### src/rtl/rr_arbiter16.sv
// Round-robin arbiter: 16 requesters share one N-bit valid/ready output channel.
// Arbitration happens in IDLE, and the granted word is held in BUSY until it is accepted.

module rr_mux4 #(
   parameter int W = 32
) (
   input  logic [3:0][W-1:0] d_in,
   input  logic [1:0]        sel,
   output logic [W-1:0]      d_out
);
   assign d_out = d_in[sel];
endmodule

module rr_arbiter16 #(
   parameter int N = 32
) (
   input  logic              clk,
   input  logic              rst,
   input  logic [15:0]       req,
   input  logic [16*N-1:0]   data_in,
   output logic [15:0]       ack,
   output logic              out_valid,
   input  logic              out_ready,
   output logic [N-1:0]      out_data,
   output logic [3:0]        select
);
   typedef enum logic {IDLE, BUSY} state_e;

   state_e            state_q, state_d;
   logic [3:0]        select_q, select_d;
   logic [3:0]        ptr_q, ptr_d;
   logic [3:0]        winner;
   logic [3:0]        idx;
   logic              found;

   // The scan starts at ptr+1 and ends at ptr itself (k=16 wraps to offset 0).
   // As a result, the last-served requester has the lowest priority.
   always_comb begin
      winner = '0;
      found  = 1'b0;
      idx    = '0;
      for (int k = 1; k <= 16; k++) begin
         idx = ptr_q + 4'(k);
         if (!found && req[idx]) begin
            winner = idx;
            found  = 1'b1;
         end
      end
   end

   always_comb begin
      state_d  = state_q;
      select_d = select_q;
      ptr_d    = ptr_q;
      case (state_q)
         IDLE: begin
            if (found) begin
               select_d = winner;
               state_d  = BUSY;
            end
         end
         BUSY: begin
            // The req bit is not checked again here: a grant stays in force until it is accepted.
            if (out_ready) begin
               ptr_d   = select_q;
               state_d = IDLE;
            end
         end
         default: state_d = IDLE;
      endcase
   end

   always_ff @(posedge clk) begin
      if (rst) begin
         state_q  <= IDLE;
         select_q <= '0;
         ptr_q    <= 4'hF;
      end else begin
         state_q  <= state_d;
         select_q <= select_d;
         ptr_q    <= ptr_d;
      end
   end

   // A grant that is in flight when rst is applied is dropped without an ack.
   assign out_valid = (state_q == BUSY) && !rst;
   assign ack       = (out_valid && out_ready) ? (16'h0001 << select_q) : 16'h0000;
   assign select    = select_q;

   logic [15:0][N-1:0] data_arr;
   logic [3:0][N-1:0]  lvl1;
   logic [3:0]         sel_eff;

   assign data_arr = data_in;
   assign sel_eff  = rst ? 4'd0 : select_q;

   for (genvar g = 0; g < 4; g++) begin : g_lvl1
      rr_mux4 #(.W(N)) u_mux (
         .d_in  (data_arr[4*g +: 4]),
         .sel   (sel_eff[1:0]),
         .d_out (lvl1[g])
      );
   end

   rr_mux4 #(.W(N)) u_mux_lvl2 (
      .d_in  (lvl1),
      .sel   (sel_eff[3:2]),
      .d_out (out_data)
   );
endmodule

### config.mk
export PLATFORM = sky130hd
export DESIGN_NAME = rr_arbiter16
export DESIGN_NICKNAME = d
export VERILOG_FILES = /design/src/rtl/rr_arbiter16.sv
export SDC_FILE = /design/constraint.sdc
export NUM_CORES = 1
export LEC_CHECK = 0
export CAP_MARGIN = 20
export CORE_AREA = 8 8 219 221
export DETAILED_ROUTE_END_ITERATION = 16
export DIE_AREA = 0 0 227 229
export MAX_ROUTING_LAYER = met4
export SLEW_MARGIN = 20
export SYNTH_ARGS = -nofsm -noshare
export SYNTH_HDL_FRONTEND = slang
export SYNTH_SLANG_ARGS = --single-unit
### constraint.sdc
create_clock -name clk -period 4.25 [get_ports clk]
set_input_delay 0.85 -clock clk [delete_from_list [all_inputs] [get_ports clk]]
set_output_delay 0.85 -clock clk [all_outputs]
set_load 0.005 [all_outputs]
* Yosys cells after proc, flatten, opt, wreduce, memory -nomap -nowiden
Index checks and enable logic that the tools add are counted.
Operators by class: $mul 0, bitwise gates (word level) 1, equality and inequality tests 0, divide/modulo/power cells 0, muxes and demuxes 79, shifts and indexed selects 1, order comparisons 18, add/subtract/negate cells 15, reduce and logical (&&, ||, !) cells 35
Operators with widths (count):
- 32-bit binary-select mux with 2-bit select | 5
- 32-bit 2-to-1 mux | 5
- 4-bit by 5-bit less-than comparator with 1-bit output, second input constant | 16
- 4-bit 2-to-1 mux | 17
- 1-bit binary-select mux with 4-bit select | 16
- 1-bit 2-to-1 mux | 34
- 4-bit adder, second input constant | 8
- 1-bit logical AND | 17
- 4-bit by 3-bit adder with 4-bit output, second input constant | 4
- 1-bit logical NOT | 16
- 16-bit 2-to-1 mux | 1
- 1-bit by 4-bit << shifter with 16-bit output, first input constant | 1
- 4-bit by 2-bit adder with 4-bit output, second input constant | 2
- 2-bit by 3-bit less-than comparator with 1-bit output, second input constant | 2
- 4-bit by 1-bit adder with 4-bit output, second input constant | 1
- 2-bit AND reduction | 2
- 1-bit case mux with 2 select lines | 1
- 1-bit NOT | 1
Word-level totals: memories 0, bits in latches 0, bits in writable memories 0, register bits 9, word-level logic and storage cells 152, memory bits (read-only) 0

* Longest topological paths before layout
depth in word-level cells 51, gate-level depth with buffers 14, depth with buffers taken out 11

* Modules after synthesis
Synthesis repeated with hierarchy kept, for this count alone.
Second synthesis, totals: cells, all modules 525, area total of the unflattened synthesis 6871.6 µm²
Modules (own cells, without submodules):
- rr_mux4 | cells each 39, area each 814.5 µm², sequential area each 0.0 µm², times used 5
- rr_arbiter16 | cells each 330, area each 2798.9 µm², sequential area each 180.2 µm², times used 1

* Least setup slack after synthesis
OpenSTA, ideal clock, no wires.
path type flip-flop to flip-flop, start reg ptr_q[1], end reg select_q[3], in the netlist select[3], stages on the path, launching flop included 14, arrival 3753 ps, library setup time 121 ps, clock period less this slack 3874 ps, required time 4129 ps, slack 376 ps, path buffers 3, path through dfxtp_1 > buf_2 > buf_4 > inv_1 > ha_1 > clkbuf_1 > mux4_2 > mux4_2 > nor3_4 > nand4_1 > o41ai_2 > a2111oi_1 > a32oi_1 > nand2_1
On the way: cells in the longest elaborated chain, start to end 50
Ends and longest elaborated chain:
- start, declared | RTL line 31 | logic [3:0] ptr_q, ptr_d;
- start signal, assigned | RTL line 81 | ptr_q <= ptr_d;
- 4-bit by 1-bit adder with 4-bit output | RTL line 43 | idx = ptr_q + 4'(k);
- 1-bit binary-select mux with 4-bit select | RTL line 44 | if (!found && req[idx]) begin
- 1-bit 2-to-1 mux (implied by the code) | RTL line 44
- 1-bit 2-to-1 mux | RTL line 44
- 1-bit logical NOT | RTL line 44
- 1-bit logical AND | RTL line 44
- 1-bit 2-to-1 mux | RTL line 44
- 1-bit logical NOT | RTL line 44
- [... 34 more ...]
- 1-bit 2-to-1 mux | RTL line 44
- 1-bit logical NOT | RTL line 44
- 1-bit logical AND | RTL line 44
- 1-bit 2-to-1 mux | RTL line 44
- 1-bit logical NOT | RTL line 44
- 1-bit logical AND | RTL line 44
- 1-bit 2-to-1 mux | RTL line 44
- 2-bit AND reduction (no line)
- end signal, assigned | RTL line 80 | select_q <= select_d;
- end, declared | RTL line 30 | logic [3:0] select_q, select_d;
Several ways; a longest one is shown, not always the timed one. The select of a mux whose other input is x is not followed. A chain may end at the register's enable or synchronous reset.

* Worst setup path after layout
start in rst, end out out_data[30]
On the way: cells in the longest elaborated chain, start to end 5
Ends and longest elaborated chain:
- start, declared | RTL line 18 | input logic rst,
- 4-bit 2-to-1 mux (*) | RTL line 95 | assign sel_eff = rst ? 4'd0 : select_q;
- 32-bit binary-select mux with 2-bit select | RTL line 11 | assign d_out = d_in[sel];
- 32-bit 2-to-1 mux (implied by the code) | RTL line 11
- 32-bit binary-select mux with 2-bit select (*) | RTL line 11
- 32-bit 2-to-1 mux (implied by the code) (*) | RTL line 11
- end, declared | RTL line 24 | output logic [N-1:0] out_data,
Mark *: on every way between the ends. The rest lies on a longest branch, timed or not. The select of a mux whose other input is x is not followed.

==> run_results.csv <==
group,metric,value,unit
status,outcome,"complete, no violations",
drt,routedWlPerCell,25.0,um
global_routing,gr-usage-met2,0.330,
worst_setup_path,cp-start-kind,"input port",
drt,vias,11287,
sta,setup_viol,0,
synthesis,syn_inst,1103,
sta,hold_viol_final,0,
clock_tree,postCtsSetupRepairBufs,0,
synthesis,yosys_register_bits,9,
hold_path,hp-class,"register to register",
synthesis,synth-adder-area-share,0.0129,
sta,fin_skew,0.00239,ns
sta,max_freq,247,MHz
power_and_ir_drop,irDropWorstVdd,162,uV
sta,post-route-period-util,0.954,
drt,drc,0,
drt,drt_first_pass_iters,7,
worst_setup_path,crit_buf_inv,5,
hold_path,min_path_cells,2,
synthesis,synth-edff-count,0,
clock_tree,root_buffer,"clkbuf_16",
clock_tree,postCtsHoldBufs,0,
synthesis,synth_top_area_frac,0.149,
clock_tree,clk_latency,0.24,ns
drt,vias_per_cell,5.01,
cells_and_area,fill_cells,4828,
cells_and_area,final_cell_mix,"clkdlybuf4s50_1, nand2_1, a21oi_1, mux2_2, mux2i_1",
synthesis,synth_area_leader_cell,"mux2_2",
drt,drtIter0Drc,1000,
synthesis,synth-compound-area-share,0.324,
die,die_w,227,um
clock_tree,cts_buffers,3,
worst_setup_path,slowest_delay,0.61,ns
synthesis,synth_area,7760,um2
die,die_y,229,um
synthesis,netlist_top_cells_area,"mux2_2, mux2i_1, a21oi_1",
cells_and_area,layout-drive-gt1-share,0.138,
sta,relSlewSlack,0.569,
sta,rsz0062_at_grt,"false",
synthesis,synth_top_family_by_area,"multiplexers",
clock_tree,htree_levels,1,
worst_setup_path,crit_required,3.40,ns
synthesis,synthXorXnorAreaFrac,0.0173,
clock_tree,clock_path_buffers,2,
sta,tns,0,ns
global_routing,grt_pass1_vias,11608,
worst_setup_path,critical_path.slowest_cell,"clkdlybuf4s50_1",
cells_and_area,syn_to_final_growth,89.9,%
synthesis,ys.warnings.count,0,
global_routing,overflow,0,
worst_setup_path,cp.depth,10,
global_routing,grt_pass1_wl,79200,um
die,pin_count,584,
synthesis,syn_area_per_cell,7.03,um2
worst_setup_path,r2r.worst_path.cells,10,
placed_design,io_buffer_count,583,
sta,whs,0.646,ns
power_and_ir_drop,p_per_area,241,nW/um2
synthesis,muxShareOfSynthArea,0.355,
worst_setup_path,cp_top_family,"buffers and inverters",
global_routing,gr-usage-all-layers,0.207,
worst_setup_path,worst_ep_arrival_time,3.20,ns
run,cap_violations,0,
synthesis,ys_seq_area_frac,0.0232,
synthesis,synth.net_count,1642,
placed_design,gp_congestion,0.937,
sta,finalMaxSlewViolations,0,
die,start_util,0.174,
die,fp.dieArea,52000,um2
synthesis,synthArstFlopShare,0,
clock_tree,clkSlewWorstSetupHoldPaths,0.04,ns
sta,worst_pin_slew,0.640,ns
global_routing,grt-busiest-layer,"met2",
global_routing,met1_usage,0.274,
worst_setup_path,worstPathMaxFanout,21,
global_routing,grt_max_degree,66,
clock_tree,cts-resized-gates,0,
synthesis,synth_ff_type,"dfxtp_1",
global_routing,antenna_found_initial,3,
power_and_ir_drop,leakage,0.00521,uW
worst_setup_path,crit_type,"input port to primary output",
clock_tree,cts_sinks,9,
synthesis,yosys.area_share.simple,0.205,
cells_and_area,final_nets,2189,
sta,fin_crit,4.05,ns
global_routing,use_met3,0.0443,
drt,drt.antenna.violating_nets,0,
die,row_count,78,
synthesis,ys_types,76,
worst_setup_path,cp-end-kind,"primary output",
placed_design,dp_hpwl,47700,um
die,coreArea,44700,um2
clock_tree,cts_tree,"done",
worst_setup_path,path_cells,"buf_2, clkinv_1, nand2_2, buf_12, a21oi_1, o21ai_0, buf_4, nand3_1, o31ai_1, clkdlybuf4s50_1",
drt,drt-total-wl,56300,um
cells_and_area,final_common_cell,"clkdlybuf4s50_1",
cells in the mapped netlist (9+ instances only):
cell type and n:
nand2_1 161, a21oi_1 139, mux2_2 103, mux2i_1 99, clkbuf_1 90, o21ai_0 72, a211oi_1 68, nand3_1 44
nor2_1 41, nor2b_1 39, o31ai_1 35, o221ai_1 33, mux4_2 23, buf_1 11, dfxtp_1 9
worst paths after layout:
path	start	to	slack, ns
setup / recovery	rst	out_data[30]	0.20
hold reg to reg	state_q$_SDFF_PP0_	ptr_q[2]$_SDFFE_PP1P_	0.65
hold / removal	state_q$_SDFF_PP0_	ptr_q[2]$_SDFFE_PP1P_	0.65
setup reg to reg	ptr_q[2]$_SDFFE_PP1P_	select[3]$_SDFFE_PP0P_	0.51
state kept, by name, summed over array words and instances (netlist names):
signal / flops
ptr_q: 4
select: 4
state_q: 1
final cells by class:
cell class                      instances  area [um2]  share of cell area
Inverter                                9        33.8             0.00229
Multi-Input combinational cell        974        7130               0.484
Timing Repair Buffer                  653        6540               0.444
Sequential cell                         9         191              0.0130
Clock buffer                            4        78.8             0.00535
Tap cell                              600         751              0.0509
Antenna cell                            3        7.51            0.000509
per-layer routing:
metal | share of wire | vias to the layer above
li1 | - | 5319
met1 | 0.44 | 5363
met2 | 0.46 | 573
met3 | 0.088 | 32
met4 | 0.012 | 0
met5 | 0 | -
through the flow:
stage / power [uW] / utilization / setup slack, ns / area, um2 / std cells
2_1_floorplan: 1710 / - / 0.376 / 7760 / 1103
3_3_place_gp: 3360 / 0.328 / 0.158 / 14600 / 2245
3_5_place_dp: 3360 / 0.328 / 0.133 / 14600 / 2245
4_1_cts: 3540 / 0.329 / 0.135 / 14700 / 2249
5_1_grt: 3780 / 0.330 / 0.0111 / 14700 / 2252
6_report: 3560 / 0.330 / 0.196 / 14700 / 2252
report_power, final:
| part | switching, uW | internal, uW | leakage, uW |
|---|---|---|---|
| Clock | 43.4 | 126 | 0.0000382 |
| Combinational | 1640 | 1560 | 0.00510 |
| Sequential | 90.6 | 100 | 0.0000767 |
logic make-up after synthesis:
kind of cell,after synthesis
AND/OR/NAND/NOR,332
AO/OA/AOI/OAI,394
XOR/XNOR,11
multiplexers,229
adder cells (fa/ha/maj),8
buffers and inverters,120
flip-flops,9
worst min-delay path: stages, from the launching register on:
cell and delay, ns:
dfxtp_1 0.40, nand3_1 0.13, nand3_1 0.07
No activity file was read; power rests on OpenSTA's default activity.
